===== src/rtl/mem_ctrl_pkg.sv =====
// Shared types for the queued CPU-to-DDR memory controller.
// Default widths match the controller's default parameters.
package mem_ctrl_pkg;

    localparam int MC_ADDR_WIDTH = 10;
    localparam int MC_DATA_WIDTH = 32;
    localparam int MC_BE_WIDTH   = MC_DATA_WIDTH / 8;

    typedef enum logic [1:0] {
        ST_IDLE,
        ST_ISSUE,
        ST_RD_WAIT,
        ST_RESP
    } state_t;

    typedef struct packed {
        logic                     we;
        logic [MC_ADDR_WIDTH-1:0] addr;
        logic [MC_DATA_WIDTH-1:0] wdata;
        logic [MC_BE_WIDTH-1:0]   be;
    } mem_req_t;

endpackage


===== src/rtl/mem_req_fifo.sv =====
// Synchronous request queue, no fall-through.
// Pointers carry an extra wrap bit to tell full from empty.
module mem_req_fifo
    import mem_ctrl_pkg::*;
#(
    parameter int  DEPTH = 4,
    parameter type T     = mem_req_t
) (
    input  logic clk,
    input  logic reset_n,
    input  logic push,
    input  T     wdata,
    input  logic pop,
    output T     rdata,
    output logic full,
    output logic empty
);

    localparam int AW = $clog2(DEPTH);

    logic [AW:0] wr_ptr;
    logic [AW:0] rd_ptr;
    T            mem [DEPTH];

    assign empty = (wr_ptr == rd_ptr);
    assign full  = (wr_ptr[AW] != rd_ptr[AW]) &&
                   (wr_ptr[AW-1:0] == rd_ptr[AW-1:0]);
    assign rdata = mem[rd_ptr[AW-1:0]];

    always_ff @(posedge clk or negedge reset_n) begin
        if (!reset_n) begin
            wr_ptr <= '0;
            rd_ptr <= '0;
        end else begin
            if (push && !full) begin
                wr_ptr <= wr_ptr + 1'b1;
            end
            if (pop && !empty) begin
                rd_ptr <= rd_ptr + 1'b1;
            end
        end
    end

    always_ff @(posedge clk) begin
        if (push && !full) begin
            mem[wr_ptr[AW-1:0]] <= wdata;
        end
    end

endmodule


===== src/rtl/mem_ctrl_queued.sv =====
// Queued CPU-to-DDR controller: one DDR command outstanding,
// responses returned strictly in request order.
module mem_ctrl_queued
    import mem_ctrl_pkg::*;
#(
    parameter int ADDR_WIDTH = MC_ADDR_WIDTH,
    parameter int DATA_WIDTH = MC_DATA_WIDTH,
    parameter int FIFO_DEPTH = 4,
    parameter int RD_TIMEOUT = 64
) (
    input  logic                    clk,
    input  logic                    reset_n,
    input  logic                    cpu_req_valid,
    output logic                    cpu_req_ready,
    input  logic                    cpu_req_we,
    input  logic [ADDR_WIDTH-1:0]   cpu_req_addr,
    input  logic [DATA_WIDTH-1:0]   cpu_req_wdata,
    input  logic [DATA_WIDTH/8-1:0] cpu_req_be,
    output logic                    cpu_rsp_valid,
    input  logic                    cpu_rsp_ready,
    output logic                    cpu_rsp_we,
    output logic [DATA_WIDTH-1:0]   cpu_rsp_rdata,
    output logic                    cpu_rsp_err,
    output logic                    ddr_wr_req,
    output logic                    ddr_rd_req,
    output logic [ADDR_WIDTH-1:0]   ddr_addr,
    output logic [DATA_WIDTH-1:0]   ddr_wr_data,
    output logic [DATA_WIDTH/8-1:0] ddr_wr_be,
    input  logic                    ddr_ready,
    input  logic [DATA_WIDTH-1:0]   ddr_rd_data,
    input  logic                    ddr_rd_valid,
    output logic                    busy
);

    localparam int BE_WIDTH = DATA_WIDTH / 8;
    localparam int TW = (RD_TIMEOUT > 0) ? $clog2(RD_TIMEOUT + 1) : 1;

    typedef struct packed {
        logic                  we;
        logic [ADDR_WIDTH-1:0] addr;
        logic [DATA_WIDTH-1:0] wdata;
        logic [BE_WIDTH-1:0]   be;
    } req_t;

    state_t              state;
    state_t              state_nxt;
    req_t                push_req;
    req_t                head;
    req_t                cmd;
    logic                full;
    logic                empty;
    logic                pop;
    logic                timeout;
    logic                issue;
    logic [TW-1:0]       timer;
    logic                rsp_we;
    logic                rsp_err;
    logic [DATA_WIDTH-1:0] rsp_rdata;

    assign push_req = '{
        we:    cpu_req_we,
        addr:  cpu_req_addr,
        wdata: cpu_req_wdata,
        be:    cpu_req_be
    };

    mem_req_fifo #(
        .DEPTH (FIFO_DEPTH),
        .T     (req_t)
    ) u_fifo (
        .clk     (clk),
        .reset_n (reset_n),
        .push    (cpu_req_valid),
        .wdata   (push_req),
        .pop     (pop),
        .rdata   (head),
        .full    (full),
        .empty   (empty)
    );

    generate
        if (RD_TIMEOUT > 0) begin : g_tmo
            assign timeout = (timer == TW'(RD_TIMEOUT - 1));
        end else begin : g_no_tmo
            assign timeout = 1'b0;
        end
    endgenerate

    always_comb begin
        state_nxt = state;
        pop       = 1'b0;
        unique case (state)
            ST_IDLE: begin
                if (!empty) begin
                    pop       = 1'b1;
                    state_nxt = ST_ISSUE;
                end
            end
            ST_ISSUE: begin
                if (ddr_ready) begin
                    state_nxt = cmd.we ? ST_RESP : ST_RD_WAIT;
                end
            end
            ST_RD_WAIT: begin
                if (ddr_rd_valid || timeout) begin
                    state_nxt = ST_RESP;
                end
            end
            ST_RESP: begin
                if (cpu_rsp_ready) begin
                    state_nxt = ST_IDLE;
                end
            end
            default: state_nxt = ST_IDLE;
        endcase
    end

    // Read data beats the timeout when both land in the same cycle.
    always_ff @(posedge clk or negedge reset_n) begin
        if (!reset_n) begin
            state     <= ST_IDLE;
            cmd       <= '0;
            timer     <= '0;
            rsp_we    <= 1'b0;
            rsp_err   <= 1'b0;
            rsp_rdata <= '0;
        end else begin
            state <= state_nxt;
            if (pop) begin
                cmd <= head;
            end
            case (state)
                ST_ISSUE: begin
                    if (ddr_ready) begin
                        timer     <= '0;
                        rsp_we    <= cmd.we;
                        rsp_err   <= 1'b0;
                        rsp_rdata <= '0;
                    end
                end
                ST_RD_WAIT: begin
                    if (ddr_rd_valid) begin
                        rsp_rdata <= ddr_rd_data;
                        rsp_err   <= 1'b0;
                    end else if (timeout) begin
                        rsp_rdata <= '0;
                        rsp_err   <= 1'b1;
                    end else if (timer != '1) begin
                        timer <= timer + 1'b1;
                    end
                end
                ST_RESP: begin
                    if (cpu_rsp_ready) begin
                        rsp_we    <= 1'b0;
                        rsp_err   <= 1'b0;
                        rsp_rdata <= '0;
                    end
                end
                default: ;
            endcase
        end
    end

    assign issue         = (state == ST_ISSUE);
    assign cpu_req_ready = !full;
    assign cpu_rsp_valid = (state == ST_RESP);
    assign cpu_rsp_we    = rsp_we;
    assign cpu_rsp_err   = rsp_err;
    assign cpu_rsp_rdata = rsp_rdata;
    assign ddr_wr_req    = issue && cmd.we;
    assign ddr_rd_req    = issue && !cmd.we;
    assign ddr_addr      = issue ? cmd.addr : '0;
    assign ddr_wr_data   = ddr_wr_req ? cmd.wdata : '0;
    assign ddr_wr_be     = ddr_wr_req ? cmd.be : '0;
    assign busy          = (state != ST_IDLE) || !empty;

endmodule


===== config.mk =====
export PLATFORM = sky130hd
export DESIGN_NAME = mem_ctrl_queued
export DESIGN_NICKNAME = d
export VERILOG_FILES = /design/src/rtl/mem_ctrl_pkg.sv /design/src/rtl/mem_req_fifo.sv /design/src/rtl/mem_ctrl_queued.sv
export SDC_FILE = /design/constraint.sdc
export NUM_CORES = 1
export LEC_CHECK = 0
export CAP_MARGIN = 15
export CORE_ASPECT_RATIO = 0.75
export CORE_MARGIN = 4
export CORE_UTILIZATION = 25
export CTS_BUF_LIST = sky130_fd_sc_hd__clkbuf_8
export DETAILED_ROUTE_END_ITERATION = 12
export GPL_ROUTABILITY_DRIVEN = 0
export HOLD_SLACK_MARGIN = 0.08
export PLACE_DENSITY_LB_ADDON = 0.1
export SLEW_MARGIN = 20
export SYNTH_ARGS = -nofsm -noshare
export SYNTH_HDL_FRONTEND = slang
export SYNTH_SLANG_ARGS = --single-unit

===== constraint.sdc =====
create_clock -name clk -period 3.1 [get_ports clk]
set_input_delay 0.775 -clock clk [delete_from_list [all_inputs] [get_ports clk]]
set_output_delay 0.775 -clock clk [all_outputs]
set_load 0.005 [all_outputs]

; Word-level counts from Yosys, hierarchy flattened
; Memories as Yosys holds them, arrays and structs flattened. A register that Yosys moved wholly into a read port is not among the register bits.
; Index checks and enable logic that the tools add are counted.
[totals]
reg_bits = 49
ramBits = 188
memories = 1
[mem_list]
columns = name, words, width, rd, rd_clocked_by_memory_dff, wr, line
row1 = u_fifo.mem, 4, 47, 1, 1, 1, mem_req_fifo.sv:23  ; T mem [DEPTH];
[classes]
addsub = 3
eq_ne = 16
mux = 30
reduce_logical = 20
[op_table]
columns = operator, n
row1 = two-way mux 32 bit, 5
row2 = one-hot mux 32 bit (3 select lines), 1
row3 = two-way mux 7 bit, 4
row4 = one-hot mux 7 bit (2 select lines), 1
row5 = "!= test 2 bit, second input constant", 6
row6 = two-way mux 1 bit, 10
row7 = two-way mux 10 bit, 1
row8 = two-way mux 2 bit, 4
row9 = one-hot mux 2 bit (4 select lines), 1
row10 = AND reduction 4 bit, 2
row11 = "adder 7 x 1 -> 7 bit, second input constant", 1
row12 = "== test 7 x 6 -> 1 bit, second input constant", 1
row13 = "!= test 7 bit, second input constant", 1
row14 = "adder 3 x 1 -> 3 bit, second input constant", 2
row15 = nonzero test 2 bit, 3
row16 = logical AND 1 bit, 5
row17 = AND reduction 5 bit, 1
row18 = "== test 2 bit, second input constant", 2
row19 = zero test 1 bit, 4
row20 = two-way mux 4 bit, 1
row21 = == test 3 bit, 1
row22 = "!= test 3 bit, second input constant", 1
row23 = one-hot mux 1 bit (3 select lines), 1
row24 = AND reduction 3 bit, 1
row25 = 8 further kinds, 9

; Longest topological paths before layout
[depth]
ltp_word = 6
ltp_mapped = 8

; By module
; From an unflattened synthesis, not the netlist that was laid out.
[unflattened]
cells_unflattened = 712
area_unflattened_um2 = 11815.1
[modules_own_cells]
columns = mod, n_inst, cells_each, area_each_um2, seq_area_each_um2
row1 = mem_req_fifo, 1, 295, 7272.0, 5795.6
row2 = mem_ctrl_queued, 1, 417, 4543.1, 2252.2

; Worst setup path before layout
; OpenSTA, ideal clock, no wires.
[synth_path]
path_kind = input port to flip-flop
startpoint = in cpu_req_valid
endpoint = mem u_fifo.mem[3][0] (netlist bit), enable pin
setup_ns = 0.411
arrival_time_ns = 2.348
setup_slack_ns = 0.342
path_stages = 3
path_buffers = 0
cell_sequence = inv_1 a31oi_1 and2_1
[synth_between]
elab_chain_cells = 3
[synth_rtl]
columns = item, line
row1 = start: declaration, mem_ctrl_queued.sv:13  ; input logic cpu_req_valid,
row2 = logical AND 1 bit, mem_req_fifo.sv:45  ; if (push && !full) begin
row3 = two-way mux 1 bit, mem_req_fifo.sv:45
row4 = two-way mux 1 bit (implied by the code), mem_req_fifo.sv:46  ; mem[wr_ptr[AW-1:0]] <= wdata;
row5 = end: declaration, mem_req_fifo.sv:23
; No other way between the ends.

; Worst setup path after layout
[layout_path]
startpoint = reg u_fifo.wr_ptr[1]
endpoint = out busy
[layout_between]
elab_chain_cells = 3
[layout_rtl]
columns = item, line
row1 = start: declaration, mem_req_fifo.sv:21  ; logic [AW:0] wr_ptr;
row2 = start signal: assignment, mem_req_fifo.sv:36  ; wr_ptr <= wr_ptr + 1'b1;
row3 = == test 3 bit, mem_req_fifo.sv:25  ; assign empty = (wr_ptr == rd_ptr);
row4 = zero test 1 bit, mem_ctrl_queued.sv:175  ; assign busy = (state != ST_IDLE) || !empty;
row5 = logical OR 1 bit, mem_ctrl_queued.sv:175
row6 = end: declaration, mem_ctrl_queued.sv:32  ; output logic busy
; No other way between the ends.

==> metrics.yaml <==
status:
  outcome: "finished clean"
yosys:
  yosysWarnings: 0
  synth_edf_count: 188
  synth_seq_cells: 284
  syn_area_um2: 11650
  async_reset_ff_share_pct: 33.80
  synth_fa_ha_area_share_pct: 1.182
  synth-simple-area-share_pct: 6.532
  synth_top_family_by_area: "multiplexers"
  syn_avg_cell_area_um2: 18.14
  syn_nets: 738
  synth_xor_area_share_pct: 0.6016
  yosysSeqAreaShare_pct: 69.10
  synth_cell_types: 53
  synthMuxAreaShare_pct: 18.13
  synth_compound_area_share_pct: 2.181
  syn_inst: 642
  synth_flop_cell: "edfxtp_1"
sta:
  slew_headroom_pct: 43.03
  finalHoldViolations: 0
  post-route-period-util_pct: 96.96
  final-max-slew-violation-count: 0
  tightest_slew_ns: 0.8546
  layout_min_cycle_time_ns: 3.006
  fmax_mhz: 332.7
  finalClockSkew_ns: 0.01620
  finalSetupViolCount: 0
  hold_slack_ns: 0.4969
clocking:
  clk_path_buf_depth: 3
  htreeDepth: 2
  clk_latency_ns: 0.58
  cts.sinks: 284
  clkTransAtPathRegs_ns: 0.06
  root_buffer: "clkbuf_8"
  numCtsBuffers: 50
  cts_tree: "built"
power:
  cellPowerDensity_nw_per_um2: 955.9
  vdd_drop_max_v: 0.0003427
  leakagePower_nw: 5.868
setup_path:
  cp-end-kind: "output pin"
  start_kind: "flop"
  r2r-end: "cpu_rsp_rdata[28]"
  critPathArrivalTime_ns: 2.23
  path_class: "reg -> out"
  r2r_slack_ns: 0.41
  rr_worst_depth: 9
  cp_slowest_cell: "clkdlybuf4s50_1"
  crit_path_max_fanout: 4
  worstReg2RegStart: "state[1]"
  path_cells: "xnor2_1 -> nand4_1 -> clkdlybuf4s50_1"
  cpLargestDelayFamily: "buffers and inverters"
  critPathMaxStageDelay_ns: 0.55
  cp-startpoint: "u_fifo.wr_ptr[1]"
  cp.required_ns: 2.32
  path_buf_inv: 1
die:
  fp.dieW_um: 257.2
  core-area_um2: 46030
  die_h_um: 194.9
  rows: 68
  start_util_pct: 25.30
  dieArea_um2: 50140
  pin_count: 170
worst_hold_path:
  hold_end: "cmd[33]"
  hold_depth: 1
  hold_path.class: "reg -> reg"
  min_from: "cmd[33]"
run:
  drv_cap: 0
detailed_routing:
  wl_per_cell_um: 19.58
  num_vias: 6516
  drc: 0
  viasPerCell: 4.287
  ant_nets: 0
  routed_wl_mm: 29.77
  first_pass_iters: 4
  drt_iter0_drc: 280
global_routing:
  grt_max_degree: 50
  grt_pass1_wl_mm: 44.84
  antenna_found_initial: 4
  grt_pass1_vias: 7187
  grt_usage_pct: 11.64
  grt_overflow: 0
cells_and_area:
  instances_no_fill: 1520
  final_layout_size_suffix_gt1_share_pct: 27.82
  final_core_util_pct: 33.32
  final_common_cell: "edfxtp_1"
  area_growth_pct: 31.68
  final_area_um2: 15340
  most-common-layout-cells: "188 x edfxtp_1, 166 x clkdlybuf4s50_1, 93 x dfrtp_1, 70 x and3_1"
  fin_nets: 946
placed_design:
  placed_area_um2: 14230
  dp.cells: 1421
  portBuffers: 169
  dp_hpwl_mm: 18.28
-- through the flow --
| stage | worst slack [ns] | power (mW) | TNS [ns] |
|---|---|---|---|
| after global routing | -0.0007174 | 15.60 | -0.0007174 |
| after detailed placement | 0.1991 | 11.34 | 0 |
| after floorplan | 0.3417 | 9.033 | 0 |
| after CTS | 0.02061 | 14.99 | 0 |
| after global placement | 0.2795 | 11.23 | 0 |
| final | 0.09417 | 14.66 | 0 |
-- routing by layer --
layer  vias up  track usage, %  routed length (um)  share of wire, %
met1      3382           15.93               13610                46
met5         -               0                  47              0.16
met4         6           3.292                 585               2.0
met3        52           3.048                1560               5.2
met2       153           18.35               13970                47
li1       2923               -                   -                 -
-- synthesized netlist by cell type, types with 2 or more instances --
cell      number  area (um^2)
inv_1          8        30.03
xor2_1         3        26.28
nand2_1       11        41.29
a32o_1         2        20.02
nor2b_1        5        31.28
a21oi_1        4        20.02
mux2_2        54        608.1
nand4_1        3        18.77
dfrtp_1       96         2402
ha_1          11        137.6
edfxtp_1     188         5645
buf_2         11        55.05
clkbuf_2       2        10.01
a221o_1        3        30.03
buf_6          6        67.56
and2_1        15        93.84
buf_4          2        15.01
clkbuf_1      22        82.58
nand3_1        4        20.02
mux2_4        29        435.4
nor2_1         7        26.28
and3_1        70        437.9
o21ai_0        6        30.03
xnor2_1        5        43.79
mux4_2        47         1059
-- flip-flops by register name, summed over array words and instances (netlist names) --
| signal | cells |
|---|---|
| u_fifo.rd_ptr | 3 |
| timer | 7 |
| u_fifo.wr_ptr | 3 |
| cmd | 47 |
| u_fifo.mem | 188 |
| state | 2 |
| cpu_rsp_rdata | 32 |
| cpu_rsp_err | 1 |
| cpu_rsp_we | 1 |
-- worst reg2reg max path, stage by stage, from the launching register on --
cell       delay (ns)
dfrtp_1          0.41
inv_2            0.11
ha_4             0.23
buf_4            0.15
bufbuf_16        0.27
nor2b_1          0.45
nor2_2           0.14
o311ai_4         0.13
buf_4            0.35
mux2_4           0.33
-- timing repair --
action | in CTS | in global routing
endpoints found under the setup margin | 48 | 17
setup buffers | 4 | 1
cloned | 1 | 0
hold endpoints to repair | 18 | 0
hold buffers | 1 | 0
gates resized for setup | 4 | 5
-- power by group --
group	switching (mW)	internal (mW)
Clock	1.53	1.86
Combinational	2.47	2.98
Sequential	0.551	5.26
Total	4.55	10.1
-- worst max path at each step --
stage	end	slack [ns]	cells past startpoint
finish	busy	0.09	3
global route	ddr_wr_data[7]	-0.0007	5
CTS	ddr_wr_data[23]	0.02	5
detailed placement	cpu_rsp_rdata[19]	0.20	8
global placement	cpu_rsp_rdata[28]	0.28	8
floorplan	u_fifo.mem[3][0]	0.34	3
-- cell families after synthesis --
kind of cell / count (synthesis)
multiplexers: 131
adder cells (fa/ha/maj): 11
buffers and inverters: 52
AND/OR/NAND/NOR: 126
XOR/XNOR: 8
flip-flops: 284
AO/OA/AOI/OAI: 30
-- area by class of cell --
cell class | count | area [um^2]
tap | 630 | 788.3
fill | 4437 | 30690
clock inverter | 36 | 241.5
clock buffer | 54 | 743.2
timing repair buffer | 200 | 2096
multi-input combinational | 306 | 3376
antenna | 2 | 5.005
inverter | 8 | 30.03
sequential | 284 | 8056
Note: power is estimated with default switching activity, not from simulation.
==> RTL edit, RTL diff (config.mk and constraints unchanged) <==
One comparison of `timer` changes from == to >=.
--- a/src/rtl/mem_ctrl_queued.sv
+++ b/src/rtl/mem_ctrl_queued.sv
@@ -81,5 +81,5 @@
     generate
         if (RD_TIMEOUT > 0) begin : g_tmo
-            assign timeout = (timer == TW'(RD_TIMEOUT - 1));
+            assign timeout = (timer >= TW'(RD_TIMEOUT - 1));
         end else begin : g_no_tmo
             assign timeout = 1'b0;
Function: same outputs for any inputs over 4 cycles, from zero or initial values and one cycle with reset_n low; that may be too few to reach the edited logic, so the function may still have changed.
==> RTL edit against the original RTL <==
- fmax up 0.12%
- sequential cell count unchanged
- largest power group unchanged
- highest routed layer unchanged
- clock skew grew 13 ps
- setup slack improved by 3.5 ps
- power shrank 2.0%
- routed wire length shrank 1.2%
- area after synthesis down 1.3%
- count of clock-buffer cells in the layout grew 1
- register-to-register slack improved by 480 ps
- final area down 1.2%
==> RTL edit: results (changes against the original RTL) <==
- Fraction of layout cells with a size suffix above 1: 28.0% (+0.21 points)
- Clk buf depth: 3 (unchanged)
- Slew Limit Headroom: 45.1% (+2.0 points)
- Worst vdd ir: 0.547 mV (+60%)
- Critical path peak fanout: 15 (+11)
- CTS H-tree lvls: 2 (unchanged)
- Predominant post-synthesis flop cell: edfxtp_1
- Worst reg2reg setup slack: 890 ps (+480 ps)
- Met3 WL: 1470 um (-6.0%)
- Skew final: 29.6 ps (+13.4 ps)
- Filler cell count in the final layout: 4284 (-3.4%)
- First-pass GRT wire length: 44800 um (-0.11%)
- Leakage: 5.88 nW (+0.20%)
- Top sig layer: met5
- Max incr delay on CP: 520 ps (-30 ps)
- R2r endpoint: cpu_rsp_rdata[1]
- Syn_nets: 714 (-3.3%)
- Num CTS Buffers: 49 (-2.0%)
- Clock latency on the worst-skew pair: 600 ps (+20 ps)
- DR WL met2: 14200 um (+1.7%)
- Hold WS: 222 ps (-275 ps)
- Worst hold path class: primary input to asynchronous set/reset pin
- Outcome: completed
- N_diodes: 0 (-2)
- M1 WL: 13100 um (-3.5%)
- Synth cell types: 43 (-19%)
- PortBufs: 169 (unchanged)
- Sequential share of the synthesized area: 70.0% (+0.93 points)
- Cells on worst reg2reg path: 7 (-2)
- Async set or reset register ratio after synthesis: 33.8% (unchanged)
- Largest net degree at the start of global routing: 50 (unchanged)
- Worst EP arrival: 2230 ps (about the same)
- DRT Pass-1 Iters: 4 (unchanged)
- Worst-path clk slew: 70 ps
- Dpl hpwl: 18200 um (-0.45%)
- Critical Path Slowest Stage Cell: clkdlybuf4s50_1
- Number of synthesized flops with an enable pin: 188 (unchanged)
- Commonest cells in the netlist: edfxtp_1, dfrtp_1, and3_1, mux2_2, mux4_2
- Iteration-0 DRC Markers: 275 (-1.8%)
- Top post-synthesis cells by area: edfxtp_1, dfrtp_1, mux4_2, mux2_2, mux2_4
- Worst r2r src: state[0]
- CTS Root Buffer Type: clkbuf_8
- Placed instance area: 0.0140 sq mm (-1.3%)
- Max reg flops: 188 (unchanged)
- Initial antenna violation count: 3 (-1)
- Power Internal: 9.92 mW (-1.9%)
- Crit path max-delay family: buffers and inverters
- Via count: 6292 (-3.4%)
- Via count of the first global-routing pass: 7127 (-0.83%)
- GRT Total Usage: 11.8% (+0.12 points)
- Drt wl/cell: 20.2 um (+3.4%)
- Synth Warn #: 0 (unchanged)
- Final net count: 924 (-2.3%)
[RTL edit: worst max path at each step]
stage	from	end	slack, ps	cells after the start
3_5_place_dp	cpu_req_valid	u_fifo.mem[2][26]	350	5
4_1_cts	state[1]	ddr_wr_data[2]	-4	5
3_3_place_gp	cpu_req_valid	u_fifo.mem[0][24]	380	5
5_1_grt	state[1]	ddr_wr_req	-10	5
6_report	state[1]	ddr_wr_data[14]	100	5
2_1_floorplan	cpu_req_valid	u_fifo.mem[3][0]	340	3
[RTL edit: cell families after synthesis]
kind of cell               count (synthesis)  share of synthesized area [%]
AOI/OAI and AO/OA                         23                           1.56
xor gates and xnor gates                   8                          0.610
adders and majority gates                 11                           1.20
buffers and inverters                     49                           2.02
DFF                                      284                           70.0
muxes                                    134                           18.7
and+or+nand+nor                          109                           5.92
[RTL edit: metrics by stage]
stage | power [mW] | worst slack [ps] | instances
2_1_floorplan | 8.82 | 342 | 618
4_1_cts | 14.8 | -3.88 | 1453
6_report | 14.4 | 97.6 | 1453
5_1_grt | 15.3 | -13.6 | 1453
3_3_place_gp | 10.9 | 377 | 1360
3_5_place_dp | 11.0 | 350 | 1360
[RTL edit: power groups by stage]
stage	registers, mW	clock network [mW]	logic, mW
4_1_cts	5.74	3.67	5.35
3_3_place_gp	5.76	0	5.14
2_1_floorplan	5.60	0	3.22
6_report	5.72	3.49	5.15
5_1_grt	5.83	3.86	5.61
3_5_place_dp	5.80	0	5.18
[RTL edit: cell type report]
class                      count  area, sq um  share of cell area, %
timing repair buffer         196         2050                   13.5
inverter                      12         45.0                  0.297
multi-input combinational    285         3250                   21.5
clock inverter                35          260                   1.72
sequential                   284         8060                   53.2
clock buffer                  55          757                   4.99
tap                          586          733                   4.84
[RTL edit: what timing repair did]
action                                  in CTS  in global routing
hold endpoints to repair                     0                  0
cloned                                       1                  0
resized for setup                            9                  5
pin swaps                                    1                  0
buffers inserted                             2                  0
endpoints found under the setup margin      31                 15
[RTL edit: routing by layer]
layer	GRT usage [%]	vias up
met2	19.8	143
met1	15.1	3254
met5	0	-
met3	3.26	54
met4	3.15	6
li1	-	2835
